[src/rtl/dispatch_stage.sv]
`default_nettype none
// ============================================================================
//  Module      : dispatch_stage
//  Description : Single-entry registered dispatch buffer between rename and
//                the reservation stations / LSQ. Held operands snoop the CDB.
//                Optional DISPATCH_STATS_EN adds stall and dispatch counters.
//  Revision    : 1.0 - initial release
// ============================================================================
module dispatch_stage #(
    parameter int ROBsize = 8,
    parameter int TAG_W   = $clog2(ROBsize + 1),
    parameter int DATA_W  = 64,
    parameter int NUM_RS  = 4,
    parameter int FU_W    = $clog2(NUM_RS),
    parameter int CMD_W   = 10
) (
    input  logic              clk_i,
    input  logic              reset_i,
    input  logic              flush_i,
    input  logic              in_valid_i,
    output logic              in_ready_o,
    input  logic [TAG_W-1:0]  src1_tag_i,
    input  logic [TAG_W-1:0]  src2_tag_i,
    input  logic [DATA_W-1:0] src1_val_i,
    input  logic [DATA_W-1:0] src2_val_i,
    input  logic [TAG_W-1:0]  dst_tag_i,
    input  logic [FU_W-1:0]   fu_sel_i,
    input  logic [CMD_W-1:0]  cmd_i,
    input  logic              is_mem_i,
    input  logic              is_store_i,
    input  logic              cdb_valid_i,
    input  logic [TAG_W-1:0]  cdb_tag_i,
    input  logic [DATA_W-1:0] cdb_val_i,
    input  logic [NUM_RS-1:0] rs_full_i,
    input  logic              lsq_full_i,
    output logic [NUM_RS-1:0] rs_we_o,
    output logic [TAG_W-1:0]  rs_tag1_o,
    output logic [TAG_W-1:0]  rs_tag2_o,
    output logic [DATA_W-1:0] rs_val1_o,
    output logic [DATA_W-1:0] rs_val2_o,
    output logic [TAG_W-1:0]  rs_dst_o,
    output logic [CMD_W-1:0]  rs_cmd_o,
    output logic              lsq_new_o,
    output logic              lsq_store_o,
    output logic              illegal_o
`ifdef DISPATCH_STATS_EN
    ,
    output logic [31:0]       stall_cycles_o,
    output logic [31:0]       dispatched_o
`endif
);

    localparam logic [FU_W:0] c_NUM_RS = (FU_W + 1)'(NUM_RS);

    typedef enum logic {
        EMPTY = 1'b0,
        HELD  = 1'b1
    } state_e;

    state_e              state_q, state_d;
    logic [TAG_W-1:0]    tag1_q, tag1_d, tag2_q, tag2_d, dst_q, dst_d;
    logic [DATA_W-1:0]   val1_q, val1_d, val2_q, val2_d;
    logic [FU_W-1:0]     fu_q, fu_d;
    logic [CMD_W-1:0]    cmd_q, cmd_d;
    logic                mem_q, mem_d, store_q, store_d, illegal_q, illegal_d;

    logic [NUM_RS-1:0]   w_sel;
    logic                w_tgt_full, w_fire, w_capture, w_legal;
    logic                w_byp1, w_byp2, w_fwd1, w_fwd2;

    assign w_sel      = NUM_RS'(1) << fu_q;
    assign w_tgt_full = |(rs_full_i & w_sel);
    assign w_fire     = (state_q == HELD) && !w_tgt_full && !(mem_q && lsq_full_i) && !flush_i;
    assign in_ready_o = (state_q == EMPTY) || w_fire;
    assign w_capture  = in_valid_i && in_ready_o && !flush_i;
    assign w_legal    = {1'b0, fu_sel_i} < c_NUM_RS;

    // Same-cycle CDB bypass on the held operands; tag 0 never matches.
    assign w_byp1 = cdb_valid_i && (tag1_q != '0) && (tag1_q == cdb_tag_i);
    assign w_byp2 = cdb_valid_i && (tag2_q != '0) && (tag2_q == cdb_tag_i);
    assign w_fwd1 = cdb_valid_i && (src1_tag_i != '0) && (src1_tag_i == cdb_tag_i);
    assign w_fwd2 = cdb_valid_i && (src2_tag_i != '0) && (src2_tag_i == cdb_tag_i);

    assign rs_we_o     = w_fire ? w_sel : '0;
    assign rs_tag1_o   = w_byp1 ? '0 : tag1_q;
    assign rs_tag2_o   = w_byp2 ? '0 : tag2_q;
    assign rs_val1_o   = w_byp1 ? cdb_val_i : val1_q;
    assign rs_val2_o   = w_byp2 ? cdb_val_i : val2_q;
    assign rs_dst_o    = dst_q;
    assign rs_cmd_o    = cmd_q;
    assign lsq_new_o   = w_fire && mem_q;
    assign lsq_store_o = store_q;
    assign illegal_o   = illegal_q;

    always_comb begin
        state_d   = state_q;
        tag1_d    = tag1_q;
        tag2_d    = tag2_q;
        val1_d    = val1_q;
        val2_d    = val2_q;
        dst_d     = dst_q;
        fu_d      = fu_q;
        cmd_d     = cmd_q;
        mem_d     = mem_q;
        store_d   = store_q;
        illegal_d = w_capture && !w_legal;

        if (w_capture && w_legal) begin
            tag1_d  = w_fwd1 ? '0 : src1_tag_i;
            tag2_d  = w_fwd2 ? '0 : src2_tag_i;
            val1_d  = w_fwd1 ? cdb_val_i : src1_val_i;
            val2_d  = w_fwd2 ? cdb_val_i : src2_val_i;
            dst_d   = dst_tag_i;
            fu_d    = fu_sel_i;
            cmd_d   = cmd_i;
            mem_d   = is_mem_i;
            store_d = is_store_i;
        end else if (state_q == HELD) begin
            tag1_d = rs_tag1_o;
            tag2_d = rs_tag2_o;
            val1_d = rs_val1_o;
            val2_d = rs_val2_o;
        end

        if (flush_i) begin
            state_d = EMPTY;
        end else if (w_capture && w_legal) begin
            state_d = HELD;
        end else if (w_fire) begin
            state_d = EMPTY;
        end
    end

    always_ff @(posedge clk_i or negedge reset_i) begin
        if (!reset_i) begin
            state_q   <= EMPTY;
            tag1_q    <= '0;
            tag2_q    <= '0;
            val1_q    <= '0;
            val2_q    <= '0;
            dst_q     <= '0;
            fu_q      <= '0;
            cmd_q     <= '0;
            mem_q     <= 1'b0;
            store_q   <= 1'b0;
            illegal_q <= 1'b0;
        end else begin
            state_q   <= state_d;
            tag1_q    <= tag1_d;
            tag2_q    <= tag2_d;
            val1_q    <= val1_d;
            val2_q    <= val2_d;
            dst_q     <= dst_d;
            fu_q      <= fu_d;
            cmd_q     <= cmd_d;
            mem_q     <= mem_d;
            store_q   <= store_d;
            illegal_q <= illegal_d;
        end
    end

`ifdef DISPATCH_STATS_EN
    logic [31:0] stall_cycles_q, stall_cycles_d, dispatched_q, dispatched_d;

    always_comb begin
        stall_cycles_d = stall_cycles_q;
        dispatched_d   = dispatched_q;
        if ((state_q == HELD) && !w_fire && (stall_cycles_q != 32'hFFFF_FFFF)) begin
            stall_cycles_d = stall_cycles_q + 32'd1;
        end
        if (w_fire && (dispatched_q != 32'hFFFF_FFFF)) begin
            dispatched_d = dispatched_q + 32'd1;
        end
    end

    always_ff @(posedge clk_i or negedge reset_i) begin
        if (!reset_i) begin
            stall_cycles_q <= '0;
            dispatched_q   <= '0;
        end else begin
            stall_cycles_q <= stall_cycles_d;
            dispatched_q   <= dispatched_d;
        end
    end

    assign stall_cycles_o = stall_cycles_q;
    assign dispatched_o   = dispatched_q;
`endif

endmodule
`default_nettype wire

[config.mk]
export PLATFORM = sky130hd
export DESIGN_NAME = dispatch_stage
export DESIGN_NICKNAME = d
export VERILOG_FILES = /design/src/rtl/dispatch_stage.sv
export SDC_FILE = /design/constraint.sdc
export NUM_CORES = 1
export LEC_CHECK = 0
export CAP_MARGIN = 10
export CORE_ASPECT_RATIO = 1.5
export CORE_MARGIN = 2
export CORE_UTILIZATION = 25
export CTS_CLUSTER_DIAMETER = 30
export DETAILED_ROUTE_END_ITERATION = 10
export PLACE_DENSITY_LB_ADDON = 0.05
export SYNTH_ARGS = -nofsm -noshare
export SYNTH_HDL_FRONTEND = slang
export SYNTH_SLANG_ARGS = --single-unit
export TNS_END_PERCENT = 50
[constraint.sdc]
create_clock -name clk_i -period 3 [get_ports clk_i]
set_input_delay 0.3 -clock clk_i [delete_from_list [all_inputs] [get_ports clk_i]]
set_output_delay 0.3 -clock clk_i [all_outputs]
set_load 0.01 [all_outputs]
==> results of run 1 <==
==> flip-flops by register name, summed over array words and instances, names as in the netlist <==
signal and count:
fu_q 2, tag1_q 4, lsq_store_o 1, rs_dst_o 4
val1_q 64, rs_cmd_o 10, state_q 1, tag2_q 4
val2_q 64, mem_q 1
==> final timing paths <==
check,startpoint,endpoint
hold reg to reg,mem_q,mem_q
setup reg to reg,tag2_q[2],val2_q[63]
max in group asynchronous,reset_i,tag2_q[2]
hold / removal,fu_sel_i[0],fu_q[0]
min in group asynchronous,reset_i,val2_q[42]
setup / recovery,tag2_q[2],rs_val2_o[62]
==> synthesized netlist by cell type, drive strengths merged (4+ instances only) <==
| master | instances |
|---|---|
| buf | 58 |
| mux2 | 143 |
| xnor2 | 11 |
| mux2i | 64 |
| o21ai | 6 |
| and2 | 4 |
| nor2 | 73 |
| inv | 69 |
| a221oi | 128 |
| dfrtp | 155 |
| a21oi | 66 |
| nand2 | 19 |
| nor2b | 4 |
| nand3 | 5 |
| clkbuf | 34 |
| nor3 | 68 |
==> what timing repair did <==
item,in CTS,in global routing
setup buffers,10,2
hold endpoints to repair,67,0
pin swaps,2,3
setup endpoints to repair,133,94
gates resized for setup,66,96
cloned,1,0
hold buffers,1,0
==> layer usage <==
metal	track usage	part of all wire	vias to the layer above
li1	-	-	4259
met1	0.2169	0.40	4567
met2	0.3498	0.54	263
met3	0.03889	0.043	44
met4	0.06749	0.022	0
met5	0	0	-
==> per-stage QoR <==
stage          hold slack [ns]  area (um2)  power (W)
2_1_floorplan         0.004409       10160   0.004563
3_3_place_gp            0.4038       14530   0.006416
3_5_place_dp            0.4031       14530   0.006432
4_1_cts                 0.3677       15190   0.008663
5_1_grt                 0.3982       15380   0.008939
6_report                0.3935       15380   0.008451
==> final cells by class <==
type,instances,share of cell area
antenna,7,0.001139
clock buffer,19,0.02881
clock inverter,12,0.009032
inverter,69,0.01684
multi-input combinational,625,0.3446
sequential,155,0.2524
tap,506,0.04118
timing repair buffer,447,0.3060
==> critical path: cells and delay by family (launching register included) <==
kind                   cells  cell delay [ns]
AND/OR/NAND/NOR            2             0.78
buffers and inverters      4             0.70
flip-flops                 1             0.44
multiplexers               1             0.27
==> power by group through the flow <==
stage / logic (W) / registers [W] / clock network, W
5_1_grt: 0.00357 / 0.00293 / 0.00244
3_3_place_gp: 0.00350 / 0.00292 / 0
6_report: 0.00330 / 0.00288 / 0.00227
4_1_cts: 0.00343 / 0.00288 / 0.00235
2_1_floorplan: 0.00176 / 0.00281 / 0
3_5_place_dp: 0.00352 / 0.00291 / 0
==> cells by family after synthesis <==
| logic type | synth area share |
|---|---|
| xor+xnor | 0.01120 |
| compound gates | 0.1905 |
| simple gates | 0.09047 |
| other cells | 0.0003689 |
| mux | 0.2237 |
| flops | 0.3816 |
| buf+inv | 0.1022 |
==> out/results.ini, run 1 <==
[outcome]
run_status = completed

[synthesis]
synth_edf_count = 0
synth_top_area_share = 0.3816
synth_nets = 1176
ys_ff_latch = 155
synth_cells = 944
synth_warnings = 0
avgSynthCellArea_um2 = 10.77
ys.flop_type = dfrtp_1
syn_area_um2 = 10160
synth_top_cell_by_area = dfrtp_1
synth_async_sr_flop_share = 1.000
ys_top_cells_by_area = dfrtp_1 38%, mux2_2 16%, a221oi_2 8.9%, mux2i_1 6.3%, a221oi_1 5.9%
yosysSeqAreaShare = 0.3816
synth_cell_types = 48

[layout]
fin_cells = 1840
multiInputGateArea_um2 = 5299
n_fill_cell = 4086
layout_common_cells = 259 x clkdlybuf4s50_1, 153 x dfrtp_1, 143 x mux2_2
layout-drive-gt1-share = 0.2442
layout_commonest_cell = clkdlybuf4s50_1
nNetsFinal = 1547
utilization = 0.3825
syn_to_final_growth_pct = 51.27
regArea_um2 = 3881

[placement]
place_ws_ns = -0.03473
gp_congestion = 0.7453
dp_cells = 1788
io_buffer_count = 388
dp_hpwl_um = 28380

[setup_path]
crit_fanout = 9
endpoint_kind = primary output
r2r_cells = 8
cp_slowest_cell = or4_4
cp.required_ns = 2.70
slowest_delay_ns = 0.56
path_class = register to primary output
path_common_cell = buf_12
crit_path_cell_trace = or4_4 -> and3_4 -> buf_12 -> buf_12 -> buf_4 -> mux2_2 -> clkdlybuf4s15_1
critPathLaunchType = register
crit_arrival_ns = 2.63
r2r_slack_ns = 0.56

[global_route]
grt_max_degree = 143
grt_util_all_layers = 0.1904
grt-ovfl-total = 0
grt_pass1_wl_um = 61340
antenna_found_initial = 7
grt_pass1_vias = 9599

[routing]
vias = 9133
wl_um = 40760
ant_nets = 0
post-route-drc-count = 0
vias_per_cell = 4.964
dr.pass1.iters = 5
drt-initial-drc-count = 349
wl_per_cell_um = 22.15

[floorplanning]
die_h_um = 251.0
fp.dieArea_um2 = 42320
core_um2 = 40200
initial_core_util = 0.2528
boundaryPins = 390
die_x_um = 168.6
fp-row-count = 90

[timing]
hold_violations = 0
final_max_slew_viol_count = 0
setup_viol = 0
fin_ws_ns = 0.06982
setup_tns_ns = 0
layout_min_cycle_time_ns = 2.930
worstMarginPinSlew_ns = 0.8162
max_freq_mhz = 341.3
skew_ns = 0.01244
maxSlewHeadroom = 0.4559
fin_crit_sh = 0.9767

[clock_tree]
clock_sinks = 155
cts_buffer_depth = 2
cts-buffers-inserted = 17
ctsHtreeMaxLevel = 4
clk_pin_slew_ns = 0.07
clk-insertion-delay-late_ns = 0.45
cts_root_buf = clkbuf_16
cts_tree = built

[power_and_ir_drop]
p_comb_frac = 0.391
seq_power_share = 0.341
power_density_nw_per_um2 = 549.6
switching_share = 0.3237
p_sw_w = 0.002736
p_leak_nw = 6.318
p_int_w = 0.005716
power_frac_clock = 0.268
vdd_ir_drop_max_mv = 0.3070

[flow_run]
drv_cap = 0

[hold_path]
hp-class = input pin to register
hold_depth = 3

Power figures use the tool's default switching activity.
==> run 2, diff against run 1 <==
--- a/config.mk
+++ b/config.mk
@@ -5,7 +5,6 @@
 export SDC_FILE = /design/constraint.sdc
 export NUM_CORES = 1
 export LEC_CHECK = 0
-export CAP_MARGIN = 10
 export CORE_ASPECT_RATIO = 1.5
 export CORE_MARGIN = 2
 export CORE_UTILIZATION = 25
==> results of run 2 <==
No change in the layout: final DEF, timing and power equal those of run 1.
==> run 3, diff against run 2 <==
--- a/config.mk
+++ b/config.mk
@@ -11,6 +11,7 @@
 export CTS_CLUSTER_DIAMETER = 30
 export DETAILED_ROUTE_END_ITERATION = 10
 export PLACE_DENSITY_LB_ADDON = 0.05
+export SKIP_LAST_GASP = 1
 export SYNTH_ARGS = -nofsm -noshare
 export SYNTH_HDL_FRONTEND = slang
 export SYNTH_SLANG_ARGS = --single-unit
==> run 3 against run 2 <==
Sequential share of layout area is 0.37 points lower. First-iteration DRC count up 10%. Critical path type unchanged. Sequential cell count unchanged. Setup slack worse by 0.082 ns. Global-route usage is essentially flat. Largest cell class unchanged. Total power up 1.5%. Clock skew rose by 0.00062 ns. Non-clock buffer count up 12. The flow now finishes with violations (setup timing).
==> out/results.ini, run 3 (synthesis gave the netlist of run 1 again) <==
[setup_path]
r2r_slack_ns = 0.59
crit_arrival_ns = 2.71
critPathLaunchType = register
rr_endpoint = val1_q[56]
slowest_delay_ns = 0.57
endpoint_kind = primary output
cp_slowest_cell = or4_4
r2r_cells = 6
worstReg2RegStart = fu_q[0]
crit_fanout = 9
path_common_cell = buf_12
cp.required_ns = 2.70
path_class = register to primary output
crit_path_cell_trace = or4_4 -> and3_4 -> buf_12 -> buf_12 -> mux2_2 -> clkdlybuf4s50_1

[global_route]
antenna_found_initial = 7
grt_util_all_layers = 0.1904
grt-ovfl-total = 0
grt_max_degree = 143
grt_pass1_wl_um = 61310
grt_pass1_vias = 9600

[clock_tree]
cts_tree = built
clk_pin_slew_ns = 0.07
clk-insertion-delay-late_ns = 0.45
cts_buffer_depth = 2
ctsHtreeMaxLevel = 4
cts-buffers-inserted = 17
cts_root_buf = clkbuf_16
clock_sinks = 155

[routing]
topRoutingLayerUsed = met4
post-route-drc-count = 0
wl_met1_um = 16630
wl_um = 42130
drt-initial-drc-count = 385
ant_nets = 0
vias_per_cell = 4.969
vias = 9203
wl_met3_um = 1920
dr.pass1.iters = 4
wl_per_cell_um = 22.75
wl_met2_um = 22670

[layout]
nNetsFinal = 1559
layout_commonest_cell = clkdlybuf4s50_1
layout-drive-gt1-share = 0.2435
layout_common_cells = 294 x clkdlybuf4s50_1, 153 x dfrtp_1, 143 x mux2_2
final_design_area_no_fill_um2 = 15610
utilization = 0.3882
syn_to_final_growth_pct = 53.52

[timing]
max_freq_mhz = 332.0
layout_min_cycle_time_ns = 3.012
hold_violations = 0
final_max_slew_viol_count = 0
setup_tns_ns = -0.03111
worstMarginPinSlew_ns = 0.8292
fin_crit_sh = 1.004
setup_viol = 3
fin_ws_ns = -0.01213
skew_ns = 0.01306
rsz0062_at_grt = true
maxSlewHeadroom = 0.4472

[floorplanning]
initial_core_util = 0.2528
boundaryPins = 390
die_h_um = 251.0
fp.dieArea_um2 = 42320
fp-row-count = 90
core_um2 = 40200
die_x_um = 168.6

[power_and_ir_drop]
p_sw_w = 0.002765
power_frac_clock = 0.265
p_comb_frac = 0.399
switching_share = 0.3223
power_density_nw_per_um2 = 549.6
seq_power_share = 0.336
vdd_ir_drop_max_mv = 0.3054
finalPower_w = 0.008577
p_int_w = 0.005812
p_leak_nw = 6.268

[hold_path]
hold_depth = 3
hp-class = input pin to register
hold_start = fu_sel_i[0]
holdPathEnd = fu_q[0]

[placement]
gp_congestion = 0.7453
dpl-instance-area_um2 = 14530
dp_hpwl_um = 28380
io_buffer_count = 388

[flow_run]
drv_cap = 0

[outcome]
violations = setup timing
run_status = complete, but fails checks

[run 3: cell types whose count changed in the layout (fill, tap and decap cells not counted), sizes merged]
cell / delta
buf: +7
clkdlybuf4s50: +35
clkdlybuf4s15: -8
dlymetal6s2s: -15
dlygate4sd2: -3
clkbuf: -4
[run 3: layout make-up]
class,count,area (um2)
Fill cell,4082,24600
Multi-Input combinational cell,625,5294
Timing Repair Buffer,459,4938
Sequential cell,155,3881
Tap cell,506,633.1
Clock buffer,19,442.9
Inverter,69,259.0
Clock inverter,12,138.9
Antenna cell,7,17.52
[run 3: how the worst max path moves through the flow]
stage	from	to	slack, ns	cells past startpoint
floorplan	cdb_tag_i[1]	rs_val1_o[36]	0.71	9
global placement	cdb_tag_i[3]	rs_val2_o[27]	-0.01	8
detailed placement	cdb_tag_i[3]	rs_val2_o[58]	-0.03	8
CTS	fu_q[0]	rs_we_o[0]	-0.07	6
global route	tag1_q[1]	rs_val1_o[2]	-0.12	8
finish	tag2_q[3]	rs_val2_o[44]	-0.01	6
[run 3: per-layer routing]
metal / track usage / vias up
li1: - / 4280
met1: 0.2168 / 4626
met2: 0.3497 / 260
met3: 0.03889 / 37
met4: 0.06749 / 0
met5: 0 / -
[run 3: critical path, delay by kind of cell (launching register included)]
| kind | cells | cell delay [ns] |
|---|---|---|
| flops | 1 | 0.43 |
| buf+inv | 3 | 0.83 |
| mux | 1 | 0.22 |
| simple gates | 2 | 0.79 |
[run 3: repair_timing]
item,CTS,global route
gates resized for setup,45,56
endpoints found under the hold margin,67,0
pin swaps,1,2
cloned,1,6
setup buffers,10,8
hold buffers,1,0
endpoints found under the setup margin,133,114
[run 3: power by group through the flow]
stage	sequential, W	combinational (W)	clock, W
final	0.00288	0.00342	0.00227
after global routing	0.00293	0.00369	0.00244
after CTS	0.00288	0.00348	0.00235
after detailed placement	0.00291	0.00352	0
after global placement	0.00292	0.00350	0
after floorplan	0.00281	0.00176	0
[run 3: per-stage QoR]
stage / worst slack, ns / hold WS [ns] / std cells
final: -0.01213 / 0.3927 / 1852
after global placement: -0.01436 / 0.4038 / 1788
after CTS: -0.06602 / 0.3677 / 1831
after detailed placement: -0.03473 / 0.4031 / 1788
after floorplan: 0.7089 / 0.004409 / 944
after global routing: -0.1202 / 0.3982 / 1852
